<file path="src/rtl/up_axi_lite_master.sv">
// up request/ack bus to AXI-lite master bridge.
// One single-beat transaction outstanding at a time.
module up_axi_lite_master #(
    parameter int ADDRESS_WIDTH  = 32,
    parameter bit WRITE_PRIORITY = 1'b1
) (
    input  logic                     aclk,
    input  logic                     arstn,

    input  logic                     up_wreq,
    input  logic [ADDRESS_WIDTH-3:0] up_waddr,
    input  logic [31:0]              up_wdata,
    output logic                     up_wack,
    output logic                     up_werr,

    input  logic                     up_rreq,
    input  logic [ADDRESS_WIDTH-3:0] up_raddr,
    output logic [31:0]              up_rdata,
    output logic                     up_rack,
    output logic                     up_rerr,

    output logic                     busy,

    output logic                     m_axi_awvalid,
    output logic [ADDRESS_WIDTH-1:0] m_axi_awaddr,
    output logic [2:0]               m_axi_awprot,
    input  logic                     m_axi_awready,

    output logic                     m_axi_wvalid,
    output logic [31:0]              m_axi_wdata,
    output logic [3:0]               m_axi_wstrb,
    input  logic                     m_axi_wready,

    input  logic                     m_axi_bvalid,
    input  logic [1:0]               m_axi_bresp,
    output logic                     m_axi_bready,

    output logic                     m_axi_arvalid,
    output logic [ADDRESS_WIDTH-1:0] m_axi_araddr,
    output logic [2:0]               m_axi_arprot,
    input  logic                     m_axi_arready,

    input  logic                     m_axi_rvalid,
    input  logic [31:0]              m_axi_rdata,
    input  logic [1:0]               m_axi_rresp,
    output logic                     m_axi_rready
);

    typedef enum logic [2:0] {
        IDLE,
        WR_REQ,
        WR_RESP,
        RD_REQ,
        RD_RESP,
        DONE
    } state_t;

    state_t state;
    logic   done_hold;
    logic   take_wr;
    logic   take_rd;
    logic   aw_left;
    logic   w_left;

    assign m_axi_awprot = 3'b000;
    assign m_axi_arprot = 3'b000;

    // Request arbitration and per-channel "still waiting" flags
    always_comb begin
        take_wr = up_wreq && (WRITE_PRIORITY || !up_rreq);
        take_rd = up_rreq && (!WRITE_PRIORITY || !up_wreq);
        aw_left = m_axi_awvalid && !m_axi_awready;
        w_left  = m_axi_wvalid && !m_axi_wready;
    end

    // Transaction FSM; DONE lasts two cycles (ack cycle, then quiet cycle)
    always_ff @(posedge aclk or negedge arstn) begin
        if (!arstn) begin
            state         <= IDLE;
            done_hold     <= 1'b0;
            up_wack       <= 1'b0;
            up_werr       <= 1'b0;
            up_rack       <= 1'b0;
            up_rerr       <= 1'b0;
            up_rdata      <= 32'h0;
            busy          <= 1'b0;
            m_axi_awvalid <= 1'b0;
            m_axi_awaddr  <= '0;
            m_axi_wvalid  <= 1'b0;
            m_axi_wdata   <= 32'h0;
            m_axi_wstrb   <= 4'h0;
            m_axi_bready  <= 1'b0;
            m_axi_arvalid <= 1'b0;
            m_axi_araddr  <= '0;
            m_axi_rready  <= 1'b0;
        end else begin
            up_wack     <= 1'b0;
            up_rack     <= 1'b0;
            m_axi_wstrb <= 4'hF;
            unique case (state)
                IDLE: begin
                    if (take_wr) begin
                        m_axi_awaddr  <= {up_waddr, 2'b00};
                        m_axi_wdata   <= up_wdata;
                        m_axi_awvalid <= 1'b1;
                        m_axi_wvalid  <= 1'b1;
                        busy          <= 1'b1;
                        state         <= WR_REQ;
                    end else if (take_rd) begin
                        m_axi_araddr  <= {up_raddr, 2'b00};
                        m_axi_arvalid <= 1'b1;
                        busy          <= 1'b1;
                        state         <= RD_REQ;
                    end
                end
                WR_REQ: begin
                    if (m_axi_awready) m_axi_awvalid <= 1'b0;
                    if (m_axi_wready)  m_axi_wvalid  <= 1'b0;
                    if (!aw_left && !w_left) begin
                        m_axi_bready <= 1'b1;
                        state        <= WR_RESP;
                    end
                end
                WR_RESP: begin
                    if (m_axi_bvalid) begin
                        m_axi_bready <= 1'b0;
                        up_wack      <= 1'b1;
                        up_werr      <= (m_axi_bresp != 2'b00);
                        state        <= DONE;
                    end
                end
                RD_REQ: begin
                    if (m_axi_arready) begin
                        m_axi_arvalid <= 1'b0;
                        m_axi_rready  <= 1'b1;
                        state         <= RD_RESP;
                    end
                end
                RD_RESP: begin
                    if (m_axi_rvalid) begin
                        up_rdata     <= m_axi_rdata;
                        up_rack      <= 1'b1;
                        up_rerr      <= (m_axi_rresp != 2'b00);
                        m_axi_rready <= 1'b0;
                        state        <= DONE;
                    end
                end
                DONE: begin
                    if (done_hold) begin
                        done_hold <= 1'b0;
                        busy      <= 1'b0;
                        state     <= IDLE;
                    end else begin
                        done_hold <= 1'b1;
                    end
                end
                default: state <= IDLE;
            endcase
        end
    end

endmodule
</file>
<file path="config.mk">
export PLATFORM = sky130hd
export DESIGN_NAME = up_axi_lite_master
export DESIGN_NICKNAME = d
export VERILOG_FILES = /design/src/rtl/up_axi_lite_master.sv
export SDC_FILE = /design/constraint.sdc
export NUM_CORES = 1
export LEC_CHECK = 0
export ABC_AREA = 1
export BUFFER_PORTS_ARGS = -buffer_cell sky130_fd_sc_hd__clkbuf_2
export CELL_PAD_IN_SITES_DETAIL_PLACEMENT = 2
export CELL_PAD_IN_SITES_GLOBAL_PLACEMENT = 2
export CORE_UTILIZATION = 27
export DETAILED_ROUTE_END_ITERATION = 12
export GPL_TIMING_DRIVEN = 0
export PLACE_DENSITY_LB_ADDON = 0.1
export SKIP_LAST_GASP = 1
export SLEW_MARGIN = 20
export SYNTH_ARGS = -nofsm -noshare
export SYNTH_HDL_FRONTEND = slang
export SYNTH_SLANG_ARGS = --single-unit
</file>
<file path="constraint.sdc">
create_clock -name aclk -period 3.4 [get_ports aclk]
set_input_delay 0.17 -clock aclk [delete_from_list [all_inputs] [get_ports aclk]]
set_output_delay 0.17 -clock aclk [all_outputs]
set_load 0.05 [all_outputs]
</file>
==> results_dict.tcl, run 1 <==
set metrics [dict create \
    r2r_cells 7 \
    grt_start_max_net_pins 86 \
    io_pins 285 \
    min_period_over_period 0.535 \
    cp.required_ps 3760 \
    maxSlewHeadroom 0.666 \
    syn_area_per_cell_sq_um 8.95 \
    hpwl_mm 14.6 \
    crit_chain "buf_6 -> nor2_2 -> nand2_2 -> nor2_8 -> o21ai_0 -> dlygate4sd3_1 -> nand2_1" \
    setup_slack_ps 1580 \
    root_buffer "clkbuf_16" \
    regArea_sq_um 3480 \
    fin_crit_ps 1820 \
    fmax_mhz 550 \
    endpoint "up_rerr$_DFFE_PN0P_" \
    grt.met3_usage 0.0472 \
    report.power.total_uw 10200 \
    cts_buffer_depth 2 \
    dp_slack_ps 1860 \
    initial_core_util 0.278 \
    grt_setup_unrepaired "false" \
    endpoint_kind "register" \
    max_cap_violations 0 \
    post_cts_buffers 0 \
    die-area_sq_um 21700 \
    crit_family "buffers and inverters" \
    ys_warn_count 0 \
    num_antenna_cells 0 \
    reg2reg_to "up_rerr$_DFFE_PN0P_" \
    wl_per_cell_um 17.1 \
    num_vias 6002 \
    fill_cells 2227 \
    portBuffers 274 \
    grt_pass1_wl_mm 36.8 \
    fp.dieW_um 147 \
    cts.sinks 139 \
    start_kind "register" \
    p_leak_uw 0.00527 \
    crit_buf_inv 2 \
    final_cell_mix "nand2_1 (275), clkbuf_2 (273), dfrtp_1 (139)" \
    worstMarginPinSlew_ps 501 \
    h-tree-depth 4 \
    cts_tree "built" \
    skew_ps 9.67 \
    ir_drop_mv 0.492 \
    outcome "finished clean" \
    coreArea_sq_um 20500 \
    met2_usage 0.401 \
    path_max_fanout 10 \
    worstPathArrival_ps 2180 \
    post_drt_via_cell_ratio 4.46 \
    drive_gt1_frac 0.333 \
    nets 1201 \
    final-setup-viol-count 0 \
    critical_path_cell_count 7 \
    dp_cells 1191 \
    firstDrtPassIters 4 \
    grt.overflow.total 0 \
    multi_input_area_sq_um 1770 \
    path_clk_slew_ps 60 \
    syn_area_sq_um 5700 \
    crit_start "state[0]$_DFFE_PN0P_" \
    yosysSeqAreaShare 0.610 \
    drc_errors 0 \
    hold_viol 0 \
    post_cts_resized 0 \
    timing.hold.ws_ps 12.6 \
    rrSetupSlack_ps 1580 \
    syn_inst 637 \
    top_usage_layer "met2" \
    place_congestion 0.757 \
    grt_use_total 0.218 \
    die-height_um 147 \
    grt_pass1_vias 6934 \
    cts_inserted_buffers 17 \
    use_met1 0.250 \
    crit_type "reg2reg" \
    drv_slew 0 \
    ant_nets 0 \
    ys_ff_latch 139 \
    clkLatencyLatePin_ps 430 \
    grt_antenna_before_repair 0 \
    finalWirelength_mm 23.1 \
    hold_path_class "in2reg" \
    r2r_start "state[0]$_DFFE_PN0P_" \
    final_common_cell "nand2_1" \
    synth_cell_type_count 24 \
    worstHoldStart "up_raddr[7]" \
    power_density_nw_per_um2 1090 \
    first_iter_violations 116 \
    fp-row-count 52 \
    crit_path_max_incr_delay_ps 590 \
    area_delta_synth_final_pct 64.1 \
    crit_slowest_cell "dlygate4sd3_1" \
    final_cells 1346 \
]
[per-layer routing]
layer  share of wire  wire length, um
met5               0                0
met4           0.019              450
met3           0.044             1020
met2            0.53            12200
met1            0.41             9450
[how the worst min path moves through the flow]
stage                                   to  cells after the start
2_1_floorplan             busy$_DFFE_PN0P_                      0
3_3_place_gp      up_rdata[30]$_DFFE_PN0P_                      3
3_5_place_dp      up_rdata[24]$_DFFE_PN0P_                      1
4_1_cts         m_axi_wdata[4]$_DFFE_PN0P_                      3
5_1_grt        m_axi_araddr[9]$_DFFE_PN0P_                      3
6_report       m_axi_araddr[9]$_DFFE_PN0P_                      3
[flip-flops by register name (all words and copies together) (netlist names), 3 cells and up]
signal / flops
state: 3
m_axi_awaddr: 30
up_rdata: 32
m_axi_wdata: 32
m_axi_araddr: 30
[synthesized netlist by cell type (all sizes together)]
library cell / number / area share
inv: 45 / 0.030
a22oi: 1 / 0.0013
o21ai: 35 / 0.031
nand3: 72 / 0.065
clkbuf: 5 / 0.0033
a21boi: 1 / 0.0013
dfrtp: 139 / 0.61
or2: 1 / 0.0011
nand2: 277 / 0.18
buf: 42 / 0.053
nor4: 1 / 0.0037
conb: 2 / 0.0013
xnor2: 1 / 0.0015
a21oi: 3 / 0.0026
nor2: 12 / 0.012
[worst register-to-register path, cell delays in order (launching register included)]
cell	delay (ps)
dfrtp_1	370
buf_6	140
nor2_2	150
nand2_2	110
nor2_8	190
o21ai_0	130
dlygate4sd3_1	590
nand2_1	70
[final cells by class]
class                           instances  area share
Sequential cell                       139       0.372
Timing Repair Buffer                  399       0.283
Multi-Input combinational cell        415       0.189
Clock buffer                           21      0.0503
Tap cell                              270      0.0361
Buffer                                 47      0.0345
Inverter                               45      0.0180
Clock inverter                         10      0.0176
[power breakdown]
group          internal [uW]  switching, uW
logic                   1190           4110
registers               2410            476
clock network           1280            739
[cell families after synthesis]
logic type / after synthesis / synth area share
AO/OA/AOI/OAI: 40 / 0.0360
XOR/XNOR: 1 / 0.00154
buffers and inverters: 92 / 0.0862
flip-flops: 139 / 0.610
other: 2 / 0.00132
AND/OR/NAND/NOR: 363 / 0.265
[stage by stage]
step / TNS [ps] / area [sq um] / util
floorplan: 0 / 5740 / -
global placement: -37550 / 7450 / 0.363
detailed placement: 0 / 7480 / 0.365
CTS: 0 / 9360 / 0.457
global route: 0 / 9360 / 0.457
finish: 0 / 9360 / 0.457
[timing repair]
| action | CTS | global route |
|---|---|---|
| setup endpoints to repair | 0 | 0 |
| hold buffers | 124 | 0 |
| hold endpoints to repair | 176 | 0 |
Power figures use the tool's default switching activity.
==> inputs of run 2 (changes only) <==
CORE_UTILIZATION = 23   (was 27)
clock period = 1.67 ns   (was 3.4 ns; I/O delays follow)
==> run 2 against run 1 <==
Clock-buffer cell count stayed put. Die area increased by 17%. Sequential power rose by 100%. Fmax grew 20%. Combinational power rose by 100%. Setup slack worse by 1400 ps. Routed wire length shrank 9.5%. Register-to-register slack lost 1400 ps. Critical path depth unchanged. First-iteration DRC count increased by 45%. Global-route usage down 4.7 points. Final area is 1.8% higher. Critical path type unchanged.
==> results_dict.tcl, run 2 (same netlist as run 1, synthesis figures left out) <==
set metrics [dict create \
    final-setup-viol-count 0 \
    min_period_over_period 0.909 \
    top_usage_layer "met2" \
    critical_path_cell_count 7 \
    max_cap_violations 0 \
    grt_setup_unrepaired "false" \
    path_clk_slew_ps 70 \
    die-area_sq_um 25400 \
    p_leak_uw 0.00531 \
    h-tree-depth 4 \
    crit_buf_inv 2 \
    finalWirelength_mm 20.9 \
    num_vias 5834 \
    ir_drop_mv 0.927 \
    cts_buffer_depth 2 \
    fp-row-count 57 \
    critPathMostFrequentCell "nand2_1" \
    initial_core_util 0.235 \
    final_cell_mix "nand2_1 (275), clkbuf_2 (273), dfrtp_1 (139)" \
    worstPathArrival_ps 1810 \
    outcome "finished clean" \
    endpoint_kind "register" \
    grt.overflow.total 0 \
    firstDrtPassIters 4 \
    crit_family "simple AND/OR/NAND/NOR gates" \
    final_core_util 0.392 \
    area_delta_synth_final_pct 67.1 \
    hold_viol 0 \
    cts_tree "built" \
    start_kind "register" \
    grt_use_total 0.172 \
    place_congestion 0.693 \
    ant_nets 0 \
    drc_errors 0 \
    final_common_cell "nand2_1" \
    crit_path_max_incr_delay_ps 460 \
    grt_antenna_before_repair 0 \
    drive_gt1_frac 0.329 \
    io_pins 285 \
    num_antenna_cells 0 \
    worstMarginPinSlew_ps 568 \
    fin_crit_ps 1520 \
    grt_start_max_net_pins 77 \
    fp.dieW_um 159 \
    grt_pass1_vias 6528 \
    skew_ps 12.2 \
    use_met1 0.203 \
    nets 1210 \
    wl_per_cell_um 14.8 \
    hpwl_mm 13.9 \
    hold_path_class "in2reg" \
    grt_pass1_wl_mm 34.6 \
    crit_type "reg2reg" \
    power_density_nw_per_um2 2160 \
    die-height_um 159 \
    crit_chain "nor2_2 -> nand2_1 -> inv_2 -> nand3_2 -> clkbuf_4 -> nand2_1 -> o21ai_1" \
    root_buffer "clkbuf_16" \
    reg.largest.list "m_axi_wdata (32), up_rdata (32)" \
    crit_slowest_cell "dfrtp_1" \
    first_iter_violations 168 \
    drv_slew 0 \
    post_cts_buffers 0 \
    r2r_cells 7 \
    fmax_mhz 659 \
    met2_usage 0.299 \
    coreArea_sq_um 24300 \
    cts_inserted_buffers 17 \
    maxSlewHeadroom 0.622 \
    post_drt_via_cell_ratio 4.14 \
    clkLatencyLatePin_ps 420 \
    cts.sinks 139 \
    fin_setup_tns_ps 0 \
    path_max_fanout 10 \
    grt.met3_usage 0.0565 \
    cp.required_ps 1970 \
    min_path_cells 4 \
    portBuffers 274 \
]
run 2: changes by cell type in the layout (fill, tap and decap cells not counted), sizes merged:
cell         change
clkinvlp         -1
dlygate4sd3      +9
buf              -1
clkbuf           +1
bufinv           +1
run 2: cell type report:
cell class              instances  area [sq um]
clock buffers                  21           450
inverters                      45           169
multi-input cells             415          1770
fillers                      2782         14800
clock inverters                10           191
flip-flops and latches        139          3480
plain buffers                  47           325
well taps                     324           405
repair buffers                408          2740
run 2: final timing paths:
| path | startpoint | slack [ps] | endpoint |
|---|---|---|---|
| max | state[1]$_DFFE_PN0P_ | 150 | m_axi_araddr[29]$_DFFE_PN0P_ |
| min | up_wreq | 70 | m_axi_wdata[0]$_DFFE_PN0P_ |
| max reg2reg | state[1]$_DFFE_PN0P_ | 150 | m_axi_araddr[29]$_DFFE_PN0P_ |
| min reg2reg | m_axi_wdata[5]$_DFFE_PN0P_ | 470 | m_axi_wdata[5]$_DFFE_PN0P_ |
| max in group asynchronous | arstn | 620 | m_axi_awaddr[22]$_DFFE_PN0P_ |
| min in group asynchronous | arstn | 220 | up_rdata[20]$_DFFE_PN0P_ |
run 2: tightest hold or removal path, stage by stage:
cell and delay [ps]:
clkbuf_2 100, buf_6 140, nand3_1 80, nand2_1 50
run 2: routing by layer:
layer | wire, um | vias up
met1 | 8890 | 2823
met4 | 225 | 0
met3 | 1300 | 15
li1 | - | 2827
met2 | 10500 | 169
met5 | 0 | -
run 2: timing repair:
action,CTS,global route
gates resized for setup,0,2
hold endpoints to repair,193,0
setup endpoints to repair,0,15
hold buffers,133,0
run 2: power breakdown:
| group | switching, uW | internal, uW |
|---|---|---|
| registers | 867 | 4900 |
| logic | 8170 | 2440 |
| clock network | 1520 | 2690 |
run 2: stage by stage:
| stage | power [uW] | setup slack (ps) | cell area, sq um | hold slack (ps) | std cells |
|---|---|---|---|---|---|
| floorplan | 13400 | 351 | 5740 | -212 | 646 |
| global placement | 16100 | -2270 | 7510 | 287 | 1244 |
| detailed placement | 16300 | 70.0 | 7550 | 124 | 1245 |
| CTS | 20800 | 53.8 | 9520 | 56.4 | 1409 |
| global route | 21900 | 27.1 | 9530 | 77.3 | 1409 |
| finish | 20600 | 152 | 9530 | 68.7 | 1409 |
